[src/rtl/sr_cmd_if.sv]
// Command/feedback bundle between a requester and the SR flip-flop driver.
// The slave side is the driver; the master side is the requester plus the flip-flop feedback.
interface sr_cmd_if;
  logic       cmd_valid;
  logic [1:0] cmd_op;
  logic       cmd_ready;
  logic       q_fb;
  logic       qbar_fb;
  logic       s;
  logic       r;
  logic       busy;
  logic       done;
  logic       err;
  logic [1:0] err_code;

  modport master (
    output cmd_valid, cmd_op, q_fb, qbar_fb,
    input  cmd_ready, s, r, busy, done, err, err_code
  );

  modport slave (
    input  cmd_valid, cmd_op, q_fb, qbar_fb,
    output cmd_ready, s, r, busy, done, err, err_code
  );
endinterface

[src/rtl/sr_cmd_driver.sv]
// Drives an external SR flip-flop with one-cycle set/reset pulses and
// confirms the result through its q/qbar feedback, reporting done or err.
module sr_cmd_driver #(
  parameter int SETTLE_MAX = 4
) (
  input  logic     clk,
  input  logic     rst,
  sr_cmd_if.slave  bus
);

  typedef enum logic [1:0] {IDLE, DRIVE, WAIT, RESP} state_t;

  localparam logic [1:0] OP_NOP   = 2'b00;
  localparam logic [1:0] OP_CLEAR = 2'b01;
  localparam logic [1:0] OP_SET   = 2'b10;

  localparam logic [1:0] EC_NONE    = 2'b00;
  localparam logic [1:0] EC_TIMEOUT = 2'b01;
  localparam logic [1:0] EC_ILLEGAL = 2'b10;

  localparam logic [3:0] SETTLE_LIM = 4'(SETTLE_MAX);

  state_t     state;
  logic       target;
  logic [3:0] cnt;
  logic [3:0] cnt_inc;
  logic       next_target;
  logic       s_q;
  logic       r_q;
  logic       done_q;
  logic       err_q;
  logic [1:0] err_code_q;

  function automatic logic [3:0] sat_inc4(input logic [3:0] v);
    return (v == 4'hF) ? v : v + 4'd1;
  endfunction

  always_comb begin
    cnt_inc = sat_inc4(cnt);
    case (bus.cmd_op)
      OP_CLEAR: next_target = 1'b0;
      OP_SET:   next_target = 1'b1;
      default:  next_target = ~bus.q_fb;
    endcase
  end

  assign bus.cmd_ready = (state == IDLE);
  assign bus.busy      = (state != IDLE);
  assign bus.s         = s_q;
  assign bus.r         = r_q;
  assign bus.done      = done_q;
  assign bus.err       = err_q;
  assign bus.err_code  = err_code_q;

  always_ff @(posedge clk or posedge rst) begin
    if (rst) begin
      state      <= IDLE;
      target     <= 1'b0;
      cnt        <= 4'd0;
      s_q        <= 1'b0;
      r_q        <= 1'b0;
      done_q     <= 1'b0;
      err_q      <= 1'b0;
      err_code_q <= EC_NONE;
    end else begin
      // Pulse outputs are 0 unless the transition below raises them.
      s_q    <= 1'b0;
      r_q    <= 1'b0;
      done_q <= 1'b0;
      err_q  <= 1'b0;
      case (state)
        IDLE: begin
          if (bus.cmd_valid) begin
            if (bus.cmd_op == OP_NOP) begin
              state  <= RESP;
              done_q <= 1'b1;
            end else begin
              state      <= DRIVE;
              target     <= next_target;
              cnt        <= 4'd0;
              err_code_q <= EC_NONE;
              // s and r come from one bit and its complement, so they can never both be 1.
              s_q        <= next_target;
              r_q        <= ~next_target;
            end
          end
        end
        DRIVE: state <= WAIT;
        WAIT: begin
          cnt <= cnt_inc;
          if (bus.q_fb == bus.qbar_fb) begin
            state      <= RESP;
            err_q      <= 1'b1;
            err_code_q <= EC_ILLEGAL;
          end else if (bus.q_fb == target) begin
            state  <= RESP;
            done_q <= 1'b1;
          end else if (cnt_inc >= SETTLE_LIM) begin
            state      <= RESP;
            err_q      <= 1'b1;
            err_code_q <= EC_TIMEOUT;
          end
        end
        default: state <= IDLE;
      endcase
    end
  end

endmodule

[src/flat_wrapper.sv]
// flat-port wrapper written by rule: the top's interface ports become plain ports
module sr_cmd_driver_flat 
#(
  parameter int SETTLE_MAX = 4
)
  (clk, rst, bus_cmd_valid, bus_cmd_op, bus_q_fb, bus_qbar_fb, bus_cmd_ready, bus_s, bus_r, bus_busy, bus_done, bus_err, bus_err_code);
  sr_cmd_if bus_i ();
  input  logic clk;
  input  logic rst;
  input wire logic [$bits(bus_i.cmd_valid)-1:0] bus_cmd_valid;
  input wire logic [$bits(bus_i.cmd_op)-1:0] bus_cmd_op;
  input wire logic [$bits(bus_i.q_fb)-1:0] bus_q_fb;
  input wire logic [$bits(bus_i.qbar_fb)-1:0] bus_qbar_fb;
  output wire logic [$bits(bus_i.cmd_ready)-1:0] bus_cmd_ready;
  output wire logic [$bits(bus_i.s)-1:0] bus_s;
  output wire logic [$bits(bus_i.r)-1:0] bus_r;
  output wire logic [$bits(bus_i.busy)-1:0] bus_busy;
  output wire logic [$bits(bus_i.done)-1:0] bus_done;
  output wire logic [$bits(bus_i.err)-1:0] bus_err;
  output wire logic [$bits(bus_i.err_code)-1:0] bus_err_code;
  assign bus_i.cmd_valid = bus_cmd_valid;
  assign bus_i.cmd_op = bus_cmd_op;
  assign bus_i.q_fb = bus_q_fb;
  assign bus_i.qbar_fb = bus_qbar_fb;
  assign bus_cmd_ready = bus_i.cmd_ready;
  assign bus_s = bus_i.s;
  assign bus_r = bus_i.r;
  assign bus_busy = bus_i.busy;
  assign bus_done = bus_i.done;
  assign bus_err = bus_i.err;
  assign bus_err_code = bus_i.err_code;
  sr_cmd_driver #(.SETTLE_MAX(SETTLE_MAX)) u_core (.clk(clk), .rst(rst), .bus(bus_i));
endmodule
[config.mk]
export PLATFORM = sky130hd
export DESIGN_NAME = sr_cmd_driver_flat
export DESIGN_NICKNAME = d
export VERILOG_FILES = /design/src/rtl/sr_cmd_if.sv /design/src/rtl/sr_cmd_driver.sv /design/src/flat_wrapper.sv
export SDC_FILE = /design/constraint.sdc
export NUM_CORES = 1
export LEC_CHECK = 0
export CORE_ASPECT_RATIO = 0.5
export CORE_UTILIZATION = 25
export DETAILED_ROUTE_END_ITERATION = 8
export HOLD_SLACK_MARGIN = 0.06
export PLACE_DENSITY = 0.47
export RECOVER_POWER = 25
export SYNTH_ARGS = -nofsm -noshare
export SYNTH_HDL_FRONTEND = slang
export SYNTH_SLANG_ARGS = --single-unit
export TNS_END_PERCENT = 1
[constraint.sdc]
create_clock -name clk -period 2.24 [get_ports clk]
set_input_delay 0.224 -clock clk [delete_from_list [all_inputs] [get_ports clk]]
set_output_delay 0.224 -clock clk [all_outputs]
set_load 0.05 [all_outputs]
* Yosys cells after proc, flatten, opt, wreduce, memory -nomap -nowiden
Index checks and enable logic that the tools add are counted.
** Operators by class
- Magnitude comparators :: 1
- Bitwise logic cells :: 3
- Multiply operators :: 0
- Div/mod/pow operators :: 0
- $add $sub $neg :: 1
- Eq/ne operators :: 12
- Mux-type cells :: 32
- Reduce and logical (&&, ||, !) cells :: 8
- Shift operators :: 0
** Operator list (number)
- $mux 2 :: 10
- $mux 1 :: 14
- $mux 4 :: 3
- $pmux 4 s2 :: 1
- $pmux 2 s3 :: 1
- $reduce_and 3->1 :: 2
- $reduce_and 5->1 :: 1
- $add 4x1->4 const B :: 1
- $eq 2x1->1 const B :: 2
- $eq 2x2->1 const B :: 2
- $eq 4x4->1 const B :: 1
- $ge 4x3->1 const B :: 1
- $logic_not 2->1 :: 2
- $ne 2x2->1 const B :: 2
- $ne 4x1->1 const B :: 1
- $pmux 1 s2 :: 2
- $pmux 2 s2 :: 1
- $reduce_bool 2->1 :: 2
- $ne 3x1->1 const B :: 1
- $ne 3x2->1 const B :: 1
- $not 1->1 :: 3
- $eq 1x1->1 :: 2
- $reduce_and 2->1 :: 1
** Storage, ports and cells
- Bits in latches :: 0
- Flip-flop bits (word level) :: 13
- Input bits :: 7
- Memories kept :: 0
- Bits in read-only memories :: 0
- Bits in writable memories :: 0
- Output and inout bits :: 8
- Word-level logic and storage cells :: 65

* Depth between registers and ports, before layout
Gate-level depths: netlist of the first run.
- Depth after elaboration :: 7
- Mapped depth :: 7
- Gate-level depth less buffers :: 6

* Worst setup path after synthesis of the first run
Ideal clock, no wire load.
- Path type :: register to register
- Start point :: register u_core.state[0]
- End point :: register u_core.err_code_q[0], in the netlist u_core.bus.err_code[0]
- Period minus slack after synthesis :: 2.135 ns
- Required time :: 2.162 ns
- Cell stages (with the launch flop) :: 8
- Path buffers :: 1
- Path slack :: 0.105 ns
- Library setup time :: 0.078 ns
- Arrival :: 2.057 ns
- Cell sequence :: dfrtp_1 > inv_1 > ha_1 > buf_4 > inv_1 > a21boi_2 > mux2i_1 > a21boi_1
** On the way
- Cells in the longest elaborated chain, start to end :: 3
- Elaborated cells on any way between the ends :: 9
- Classes of those cells :: eq/ne (5); mux (1); reduce/logical (3)
** RTL lines
- from (decl) :: line sr_cmd_driver.sv:23 : state_t state;
- from (signal assigned) :: line sr_cmd_driver.sv:57 : state <= IDLE;
- from (signal assigned) :: line sr_cmd_driver.sv:75 : state <= RESP;
- from (signal assigned) :: line sr_cmd_driver.sv:78 : state <= DRIVE;
- $logic_not 2->1 (*)
- named net bus_cmd_ready :: line flat_wrapper.sv:14 : output wire logic [$bits(bus_i.cmd_ready)-1:0] bus_cmd_ready;
- $ne 2x2->1 (no source line) / $reduce_bool 2->1 (equally long branches)
- $reduce_and 5->1 (no source line)
- to (signal assigned) :: line sr_cmd_driver.sv:64 : err_code_q <= EC_NONE;
- to (signal assigned) :: line sr_cmd_driver.sv:81 : err_code_q <= EC_NONE;
- to (signal assigned) :: line sr_cmd_driver.sv:94 : err_code_q <= EC_ILLEGAL;
- to (decl) :: line sr_cmd_driver.sv:32 : logic [1:0] err_code_q;
Mark *: on every way through the listed nets, which the timed path passes. The rest lies on a longest branch.
A chain may end at the register's enable or synchronous reset.

* Worst setup path in the final report of the first run
- Start point :: register u_core.state[0]
- End point :: output bus_cmd_ready
** On the way
- Cells in the longest elaborated chain, start to end :: 1
** RTL lines
- $logic_not 2->1 :: line sr_cmd_driver.sv:47 : assign bus.cmd_ready = (state == IDLE);
- to (decl) :: line flat_wrapper.sv:14
Every way passes these cells.

==> results.rst, run 1 <==
.. list-table::
   :header-rows: 1

   * - Metric
     - Value
   * - Clock tree from TritonCTS
     - built
   * - Count of cell types in the netlist
     - 31
   * - Sequential cell area fraction in the yosys report
     - 39.9%
   * - Family with the most delay on the worst path
     - buffers and inverters
   * - Average via count per standard cell
     - 4.66
   * - Origin of the critical flop-to-flop path
     - u_core.state[0]$_DFFE_PP0P_
   * - Via count
     - 634
   * - Net Count, Synth
     - 92
   * - Area taken by flip-flops and latches
     - 325 sq um
   * - Cell type with the highest aggregate area in the netlist
     - sky130_fd_sc_hd__dfrtp_1
   * - Count of state elements after synthesis
     - 13
   * - DRC errors left
     - 0
   * - Total power
     - 1.33 mW
   * - Die Area
     - 3500 sq um
   * - Ports
     - 15
   * - Count of inserted antenna diode cells
     - 0
   * - Max rail drop VDD
     - 0.262 mV
   * - Filler cell count
     - 332
   * - Post-Synthesis Cell Area
     - 815 sq um
   * - Leakage power figure
     - 0.499 nW
   * - Final worst-path cycle share
     - 81.2%
   * - Sum of buffers and inverters on the critical path
     - 2
   * - Post-synthesis to final-layout area growth
     - 28.4%
   * - Data required time of the critical path
     - 2020 ps
   * - Final Hold Violating Endpoints
     - 0
   * - Number of H-tree levels
     - 1
   * - Max Cap Viol
     - 0
   * - Final design utilization
     - 34.3%
   * - Number of warnings reported in the yosys synthesis log
     - 0
   * - Count of nets after finishing
     - 110
   * - Arrival time of the worst setup path
     - 1590 ps
   * - Fraction of post-synthesis cell area in the top cell type by area
     - 39.9%
   * - Antenna Nets Post-Route
     - 0
   * - Final critical-path required period
     - 1820 ps
   * - Port buffer count
     - 14
   * - First DRT Iteration DRCs
     - 56
   * - Core Footprint
     - 3050 sq um
   * - Global-route wire length before repair
     - 2720 microns
   * - GRT Resource Usage Total
     - 10.9%
   * - Via count of the first global-routing pass
     - 570
   * - Pin count of the biggest net entering global routing
     - 14
   * - Number of pins exceeding their max-slew limit in the final report
     - 0
   * - Slew margin rel.
     - 66.2%
   * - Clock transition at path regs
     - 60 ps
   * - Min-Delay Path Class
     - input port to async pin
   * - Overall die width
     - 82.7 microns
   * - Worst-case register-to-register setup slack
     - 430 ps
   * - Pwr dens
     - 1270 nW/um^2
   * - Insertion delay to the later sink of the worst-skew pair
     - 240 ps
   * - Clock Skews
     - 0.929 ps
   * - Hpwl dp
     - 1190 microns
   * - Commonest non-fill, non-tap cells in the layout
     - 13 x sky130_fd_sc_hd__dfrtp_1, 11 x sky130_fd_sc_hd__clkdlybuf4s50_1, 9 x sky130_fd_sc_hd__inv_1
   * - Cells taking the most area after synthesis
     - sky130_fd_sc_hd__dfrtp_1 40%, sky130_fd_sc_hd__ha_1 9.2%, sky130_fd_sc_hd__a21oi_1 4.9%, sky130_fd_sc_hd__inv_1 4.1%, sky130_fd_sc_hd__o32ai_4 3.4%
   * - Sink count of the clock tree
     - 13
   * - Final non-filler cell area
     - 1050 sq um
   * - Grt ovf
     - 0
   * - Logic depth of the worst register-to-register path
     - 6
   * - Detailed-route wire length
     - 1570 microns
   * - Starting density of the core
     - 26.7%
   * - Largest incremental delay on the critical path
     - 480 ps
   * - Max frequency
     - 550 MHz
   * - CTS Buf Count
     - 3
   * - Placed inst area
     - 998 sq um
   * - Category of the worst setup path capture point
     - output port
   * - Worst Tran Pin Value
     - 507 ps
   * - Most common library cell in the layout ignoring fill and taps
     - sky130_fd_sc_hd__dfrtp_1
   * - Number of placement rows
     - 14
   * - Final-report setup violation count
     - 0
   * - Startpoint type of the worst setup path
     - flop
   * - Antenna violations before repair
     - 0
   * - Die extent in y
     - 42.4 microns
   * - Chain of cells forming the critical path
     - inv_1, ha_1, dlymetal6s2s_1
   * - Average wire per standard cell
     - 11.6 microns
   * - Layout cells sized above 1
     - 13.5%
   * - Final GP Congestion
     - 0.733
   * - Area occupied by multi-input gates
     - 444 sq um
   * - Category of the critical setup timing path
     - flop to output port
   * - Maximum fanout along the worst path
     - 9
   * - RSZ-0062 raised after global routing
     - no
   * - End of the worst register-to-register path
     - u_core.bus.err_code[0]$_DFFE_PP0P_
   * - Cells after synthesis
     - 79
   * - Clock buffer depth
     - 2
   * - Worst-path cell with the longest stage delay
     - sky130_fd_sc_hd__dlymetal6s2s_1
   * - Result of the run
     - complete, no violations
   * - First-pass DRT Iterations
     - 4
   * - Worst hold slack across all endpoints
     - 450 ps
   * - Mean instance size in the synthesized netlist
     - 10.3 sq um
   * - Root Buffer
     - sky130_fd_sc_hd__clkbuf_8
   * - Final sum of negative setup slack
     - 0 ps
-- worst max-delay path by stage --
stage	from	endpoint	slack (ps)	cells past startpoint
global placement	u_core.state[0]$_DFFE_PP0P_	bus_cmd_ready	290	3
finish	u_core.state[0]$_DFFE_PP0P_	bus_cmd_ready	420	3
CTS	u_core.state[0]$_DFFE_PP0P_	bus_cmd_ready	20	3
global route	u_core.state[0]$_DFFE_PP0P_	u_core.bus.err_code[0]$_DFFE_PP0P_	260	6
detailed placement	u_core.state[0]$_DFFE_PP0P_	bus_cmd_ready	280	3
floorplan	u_core.state[0]$_DFFE_PP0P_	u_core.bus.err_code[0]$_DFFE_PP0P_	110	7
-- logic make-up after synthesis --
family                   after synthesis  synth area share (%)
AO/OA/AOI/OAI                         21                  20.3
XOR/XNOR                               2                  2.15
adder cells (fa/ha/maj)                6                  9.22
buffers and inverters                 11                  5.53
flip-flops                            13                  39.9
multiplexers                           4                  5.68
AND/OR/NAND/NOR                       22                  17.2
-- registers in the layout, indices dropped and copies added (netlist names) --
register and flops:
u_core.cnt 4, u_core.bus.err_code 2, u_core.bus.err 1, u_core.state 2
u_core.bus.s 1, u_core.bus.done 1, u_core.target 1, u_core.bus.r 1
-- timing repair --
action / in CTS / in global routing
setup buffers: 0 / 0
endpoints found under the setup margin: 0 / 1
gates resized for setup: 0 / 1
hold buffers: 0 / 0
-- per-layer routing --
| metal | track usage, % | wire length, microns |
|---|---|---|
| met4 | 3.10 | 7 |
| met3 | 5.22 | 56 |
| met2 | 14.6 | 677 |
| met5 | 0 | 0 |
| met1 | 15.3 | 832 |
-- final cells by class --
type                    count  area share, %
multi-input cells          55           42.5
flip-flops and latches     13           31.1
repair buffers             15           14.1
well taps                  40           4.78
clock buffers               4           4.31
inverters                   9           3.23
-- power by group --
part	total (mW)	switching, mW	internal [mW]
registers	0.367	0.0592	0.308
logic	0.752	0.441	0.310
clock network	0.210	0.0841	0.126
total	1.33	0.585	0.744
-- per-stage QoR --
| stage | setup WS [ps] | cells |
|---|---|---|
| after floorplan | 105 | 79 |
| after global placement | 285 | 132 |
| after detailed placement | 282 | 132 |
| after CTS | 23.5 | 136 |
| after global routing | 265 | 136 |
| final | 421 | 136 |
-- cell usage after synthesis --
master                     count
sky130_fd_sc_hd__a21oi_2       1
sky130_fd_sc_hd__nor3b_2       1
sky130_fd_sc_hd__inv_1         9
sky130_fd_sc_hd__mux2i_1       2
sky130_fd_sc_hd__clkbuf_1      1
sky130_fd_sc_hd__mux2_2        1
sky130_fd_sc_hd__and3_1        3
sky130_fd_sc_hd__a21boi_1      2
sky130_fd_sc_hd__ha_1          6
sky130_fd_sc_hd__o21bai_1      1
sky130_fd_sc_hd__xor2_1        2
sky130_fd_sc_hd__and2_1        1
sky130_fd_sc_hd__nor3b_1       1
sky130_fd_sc_hd__a22o_1        3
sky130_fd_sc_hd__a21boi_2      1
sky130_fd_sc_hd__nor2_1        5
sky130_fd_sc_hd__o21ai_1       2
sky130_fd_sc_hd__nor3_1        2
sky130_fd_sc_hd__buf_4         1
sky130_fd_sc_hd__dfrtp_1      13
sky130_fd_sc_hd__o21ai_2       1
sky130_fd_sc_hd__and3b_1       1
sky130_fd_sc_hd__nor2b_1       1
sky130_fd_sc_hd__a221o_1       1
sky130_fd_sc_hd__a21oi_1       8
sky130_fd_sc_hd__o32ai_4       1
sky130_fd_sc_hd__nand2_1       3
sky130_fd_sc_hd__nand3_1       2
sky130_fd_sc_hd__mux2_4        1
sky130_fd_sc_hd__and4b_1       1
sky130_fd_sc_hd__nand3b_4      1
No activity file was read; power rests on OpenSTA's default activity.
==> run 2, diff against run 1 <==
==> constraint.sdc (replaced) <==
create_clock -name clk -period 1.8 [get_ports clk]
set_input_delay 0.18 -clock clk [delete_from_list [all_inputs] [get_ports clk]]
set_output_delay 0.18 -clock clk [all_outputs]
set_load 0.05 [all_outputs]
==> run 2 against run 1 <==
Effect of this change: die area unchanged; sequential power up 26%; register-to-register slack worse by 320 ps; clock skew about the same; critical path type is now flop to flop; critical endpoint is now u_core.state[1]$_DFFE_PP0P_; largest power group unchanged.
==> results.rst, run 2 (synthesized netlist as in run 1, its figures left out) <==
.. list-table::
   :header-rows: 1

   * - Metric
     - Value
   * - Result of the run
     - complete, no violations
   * - Pin count of the biggest net entering global routing
     - 14
   * - Insertion delay to the later sink of the worst-skew pair
     - 240 ps
   * - Final sum of negative setup slack
     - 0 ps
   * - Antenna violations before repair
     - 0
   * - Category of the worst setup path capture point
     - flop
   * - Port buffer count
     - 14
   * - Count of inserted antenna diode cells
     - 0
   * - GRT Resource Usage Total
     - 11.3%
   * - Total power
     - 1.82 mW
   * - Count of nets after finishing
     - 113
   * - Detailed route wirelength on metal3
     - 57 microns
   * - Sink count of the clock tree
     - 13
   * - Leakage power figure
     - 0.516 nW
   * - Detailed-route wire length
     - 1680 microns
   * - Slew margin rel.
     - 65.4%
   * - CTS Buf Count
     - 3
   * - Final design utilization
     - 36.6%
   * - Pwr dens
     - 1630 nW/um^2
   * - Number of H-tree levels
     - 1
   * - Clock buffer depth
     - 2
   * - Data required time of the critical path
     - 1930 ps
   * - Largest incremental delay on the critical path
     - 420 ps
   * - Final worst-path cycle share
     - 93.8%
   * - Max frequency
     - 592 MHz
   * - Number of placement rows
     - 14
   * - Post-cts sizing count
     - 0
   * - Filler cell count
     - 321
   * - Clock transition at path regs
     - 60 ps
   * - Non-filler instance count after layout
     - 139
   * - Layout cells sized above 1
     - 22.2%
   * - Average via count per standard cell
     - 4.51
   * - Global-route wire length before repair
     - 2860 microns
   * - Total met2 wirelength after detailed routing
     - 755 microns
   * - Grt ovf
     - 0
   * - Startpoint type of the worst setup path
     - flop
   * - Category of the critical setup timing path
     - flop to flop
   * - Commonest non-fill, non-tap cells in the layout
     - 13 x sky130_fd_sc_hd__dfrtp_1, 11 x sky130_fd_sc_hd__clkdlybuf4s50_1, 8 x sky130_fd_sc_hd__a21oi_1
   * - RSZ-0062 raised after global routing
     - no
   * - Clock Skews
     - 0.842 ps
   * - Die Area
     - 3500 sq um
   * - Final-report setup violation count
     - 0
   * - Post-route met1 wirelength
     - 839 microns
   * - Final Hold Violating Endpoints
     - 0
   * - Final GP Congestion
     - 0.739
   * - Largest register by flop count
     - u_core.cnt
   * - Chain of cells forming the critical path
     - ha_1, and2_1, a21oi_2, o32ai_4, mux2_4
   * - Worst hold slack across all endpoints
     - 416 ps
   * - Worst-path cell with the longest stage delay
     - sky130_fd_sc_hd__dfrtp_1
   * - Post-synthesis to final-layout area growth
     - 37.0%
   * - Hpwl dp
     - 1330 microns
   * - Ports
     - 15
   * - Average wire per standard cell
     - 12.1 microns
   * - Root Buffer
     - sky130_fd_sc_hd__clkbuf_8
   * - DRC errors left
     - 0
   * - Clock tree from TritonCTS
     - built
   * - Overall die width
     - 82.7 microns
   * - Area taken by flip-flops and latches
     - 325 sq um
   * - Max FFs per register
     - 4
   * - Core Footprint
     - 3050 sq um
   * - Antenna Nets Post-Route
     - 0
   * - Highest metal layer used by the detailed router
     - met4
   * - Via count of the first global-routing pass
     - 622
   * - Number of pins exceeding their max-slew limit in the final report
     - 0
   * - Final critical-path required period
     - 1690 ps
   * - Starting density of the core
     - 26.7%
   * - Final WS setup
     - 112 ps
   * - Most common library cell in the layout ignoring fill and taps
     - sky130_fd_sc_hd__dfrtp_1
   * - Min-Delay Path Class
     - input port to async pin
   * - Final non-filler cell area
     - 1120 sq um
   * - Die extent in y
     - 42.4 microns
   * - Number of buffers inserted to repair setup after CTS
     - 0
   * - Worst Tran Pin Value
     - 519 ps
   * - Arrival time of the worst setup path
     - 1820 ps
   * - First-pass DRT Iterations
     - 4
   * - Placed inst area
     - 1070 sq um
   * - CTS Hold Buffers Added
     - 0
   * - Via count
     - 627
   * - Placement Setup Slack
     - 46.4 ps
   * - First DRT Iteration DRCs
     - 43
   * - Area occupied by multi-input gates
     - 468 sq um
   * - Max rail drop VDD
     - 0.466 mV
   * - Cell Count Post-Placement
     - 135
   * - Max Cap Viol
     - 0
   * - Maximum fanout along the worst path
     - 5
## run 2: area by class of cell
| type | instances | area share (%) |
|---|---|---|
| clock buffers | 4 | 4.04 |
| inverters | 9 | 3.36 |
| multi-input cells | 55 | 41.9 |
| flip-flops and latches | 13 | 29.1 |
| well taps | 40 | 4.48 |
| repair buffers | 18 | 17.0 |
## run 2: power breakdown
group / total, mW / switching, mW / internal, mW
combinational: 1.10 / 0.597 / 0.499
sequential: 0.463 / 0.0797 / 0.383
clock: 0.265 / 0.108 / 0.156
total: 1.82 / 0.785 / 1.04
## run 2: worst max-delay path: cells and delay by family, from the launching register on
kind | cells | cell delay [ps]
flip-flops | 1 | 420
AO/OA/AOI/OAI | 2 | 410
multiplexers | 1 | 330
adder cells (fa/ha/maj) | 1 | 250
AND/OR/NAND/NOR | 1 | 170
## run 2: metal layers
layer  track usage (%)  vias to the layer above
met5                 0                        -
met4              4.14                        0
met3              3.91                        2
met2              15.9                       13
met1              15.9                      290
li1                  -                      322
## run 2: worst paths after layout
path / startpoint / to / slack (ps) / cells after the start
setup / recovery: u_core.cnt[1]$_DFFE_PP0P_ / u_core.state[1]$_DFFE_PP0P_ / 110 / 5
hold / removal: rst / u_core.bus.err$_DFF_PP0_ / 420 / 2
setup reg to reg: u_core.cnt[1]$_DFFE_PP0P_ / u_core.state[1]$_DFFE_PP0P_ / 110 / 5
hold reg to reg: u_core.bus.err_code[1]$_DFFE_PP0P_ / u_core.bus.err_code[1]$_DFFE_PP0P_ / 540 / 1
max in group asynchronous: rst / u_core.cnt[2]$_DFFE_PP0P_ / 1040 / 2
min in group clk: u_core.bus.err_code[1]$_DFFE_PP0P_ / u_core.bus.err_code[1]$_DFFE_PP0P_ / 540 / 1
==> run 3, diff against run 2 <==
--- a/config.mk
+++ b/config.mk
@@ -5,6 +5,7 @@
 export SDC_FILE = /design/constraint.sdc
 export NUM_CORES = 1
 export LEC_CHECK = 0
+export CAP_MARGIN = 20
 export CORE_ASPECT_RATIO = 0.5
 export CORE_UTILIZATION = 25
 export DETAILED_ROUTE_END_ITERATION = 8
==> constraint.sdc (replaced) <==
create_clock -name clk -period 1.65 [get_ports clk]
set_input_delay 0.165 -clock clk [delete_from_list [all_inputs] [get_ports clk]]
set_output_delay 0.165 -clock clk [all_outputs]
set_load 0.05 [all_outputs]
==> run 3 against run 2 <==
Effect of this change: setup slack worse by 33 ps; die area unchanged; critical path depth unchanged; clock skew up 1.2 ps; core utilization up 2.5 points; combinational power up 23%; non-clock buffer count up 10; maximum frequency up 7.4%; sequential power up 6.9%; count of clock-buffer cells in the layout unchanged; power up 17%; via count up 3.3%.
==> results.rst, run 3 (synthesized netlist as in run 1, its figures left out) <==
.. list-table::
   :header-rows: 1

   * - Metric
     - Value
   * - Insertion delay to the later sink of the worst-skew pair
     - 240 ps
   * - Origin of the critical flop-to-flop path
     - u_core.cnt[0]$_DFFE_PP0P_
   * - Worst Tran Pin Value
     - 527 ps
   * - Ports
     - 15
   * - Number of H-tree levels
     - 1
   * - GRT Resource Usage Total
     - 12.2%
   * - Overall die width
     - 82.7 microns
   * - Final GP Congestion
     - 0.759
   * - Die Area
     - 3500 sq um
   * - Port buffer count
     - 14
   * - Max frequency
     - 636 MHz
   * - Commonest non-fill, non-tap cells in the layout
     - 17 x sky130_fd_sc_hd__buf_4, 13 x sky130_fd_sc_hd__dfrtp_1, 8 x sky130_fd_sc_hd__a21oi_1
   * - Largest register by flop count
     - u_core.cnt
   * - Launching element of the worst setup path
     - u_core.cnt[0]$_DFFE_PP0P_
   * - Largest incremental delay on the critical path
     - 380 ps
   * - Post-cts sizing count
     - 0
   * - Count of nets after finishing
     - 123
   * - Worst hold slack across all endpoints
     - 403 ps
   * - Clock transition at path regs
     - 60 ps
   * - Non-filler instance count after layout
     - 149
   * - Pin count of the biggest net entering global routing
     - 14
   * - Global-route wire length before repair
     - 3140 microns
   * - Worst-case register-to-register setup slack
     - 80 ps
   * - Clock buffer depth
     - 2
   * - Max Cap Viol
     - 0
   * - Final-report setup violation count
     - 0
   * - Die extent in y
     - 42.4 microns
   * - Starting density of the core
     - 26.7%
   * - CTS Buf Count
     - 3
   * - Max FFs per register
     - 4
   * - Antenna violations before repair
     - 0
   * - Cell Count Post-Placement
     - 143
   * - Grt ovf
     - 0
   * - Post-synthesis to final-layout area growth
     - 46.5%
   * - Startpoint type of the worst setup path
     - flop
   * - Maximum fanout along the worst path
     - 4
   * - Antenna Nets Post-Route
     - 0
   * - Core Footprint
     - 3050 sq um
   * - Logic depth of the worst register-to-register path
     - 5
   * - Detailed-route wire length
     - 1750 microns
   * - Number of pins exceeding their max-slew limit in the final report
     - 0
   * - Sink count of the clock tree
     - 13
   * - Max rail drop VDD
     - 0.544 mV
   * - First DRT Iteration DRCs
     - 38
   * - Placement Setup Slack
     - -87.0 ps
   * - Via count of the first global-routing pass
     - 647
   * - Most common library cell in the layout ignoring fill and taps
     - sky130_fd_sc_hd__buf_4
   * - CTS Hold Buffers Added
     - 0
   * - Slew margin rel.
     - 64.8%
   * - Family with the most delay on the worst path
     - flip-flops
   * - Filler cell count
     - 306
   * - End of the worst register-to-register path
     - u_core.state[1]$_DFFE_PP0P_
   * - Root Buffer
     - sky130_fd_sc_hd__clkbuf_8
   * - Clock Skews
     - 2.09 ps
   * - Total power
     - 2.14 mW
   * - Final worst-path cycle share
     - 95.2%
   * - First-pass DRT Iterations
     - 4
   * - Category of the worst setup path capture point
     - flop
   * - Pwr dens
     - 1790 nW/um^2
   * - Min-Delay Path Class
     - input port to async pin
   * - RSZ-0062 raised after global routing
     - no
   * - Average via count per standard cell
     - 4.35
   * - Via count
     - 648
   * - Layout cells sized above 1
     - 33.0%
   * - Chain of cells forming the critical path
     - ha_1, and2_1, a21oi_2, o32ai_4, mux2_4
   * - Worst-path cell with the longest stage delay
     - sky130_fd_sc_hd__dfrtp_1
   * - Final Hold Violating Endpoints
     - 0
   * - Sum of buffers and inverters on the critical path
     - 0
   * - Number of placement rows
     - 14
   * - Clock tree from TritonCTS
     - built
   * - Data required time of the critical path
     - 1780 ps
   * - DRC errors left
     - 0
   * - Final WS setup
     - 78.8 ps
   * - Average wire per standard cell
     - 11.8 microns
   * - Leakage power figure
     - 0.577 nW
   * - Count of inserted antenna diode cells
     - 0
   * - Category of the critical setup timing path
     - flop to flop
   * - Arrival time of the worst setup path
     - 1700 ps
   * - Result of the run
     - complete, no violations
   * - Final critical-path required period
     - 1570 ps
-- run 3: cell types whose count changed in the layout (fill, tap and decap cells not counted), sizes merged --
cell | previous run | this run
clkdlybuf4s50 | 11 | 7
buf | 6 | 20
-- run 3: power breakdown --
group	switching, mW	internal [mW]
sequential	0.0772	0.418
clock	0.124	0.171
combinational	0.693	0.659
total	0.894	1.25
-- run 3: timing repair --
action                                 in CTS  in global routing
setup endpoints to repair                   0                  1
endpoints found under the hold margin       0                  0
buffers inserted                            0                  2
-- run 3: how the worst max path moves through the flow --
stage	depth (start not counted)	to	slack [ps]
2_1_floorplan	7	u_core.bus.err_code[0]$_DFFE_PP0P_	-160
3_3_place_gp	6	u_core.bus.err_code[1]$_DFFE_PP0P_	-70
3_5_place_dp	6	u_core.bus.err_code[1]$_DFFE_PP0P_	-90
4_1_cts	6	u_core.bus.err_code[0]$_DFFE_PP0P_	20
5_1_grt	5	u_core.state[1]$_DFFE_PP0P_	2
6_report	5	u_core.state[1]$_DFFE_PP0P_	80
-- run 3: layer usage --
layer / vias to the layer above / part of all wire (%) / wire [microns] / global-route usage (%)
li1: 337 / - / - / -
met1: 296 / 51 / 897 / 17.5
met5: - / 0 / 0 / 0
met4: 0 / 1.3 / 22 / 4.14
met2: 13 / 44 / 769 / 17.5
met3: 2 / 3.6 / 63 / 3.26
-- run 3: final cells by class --
class,instances,area [sq um],area share (%)
tap,40,50.0,4.19
inverter,9,37.5,3.14
multi-input combinational,55,468,39.2
sequential,13,325,27.3
timing repair buffer,28,268,22.4
clock buffer,4,45.0,3.77
-- run 3: through the flow --
| stage | cell area (sq um) | setup TNS (ps) | utilization, % |
|---|---|---|---|
| 6_report | 1190 | 0 | 39.2 |
| 3_3_place_gp | 1120 | -107 | 36.8 |
| 4_1_cts | 1170 | 0 | 38.3 |
| 5_1_grt | 1190 | 0 | 39.2 |
| 3_5_place_dp | 1120 | -310 | 36.8 |
| 2_1_floorplan | 846 | -386 | - |
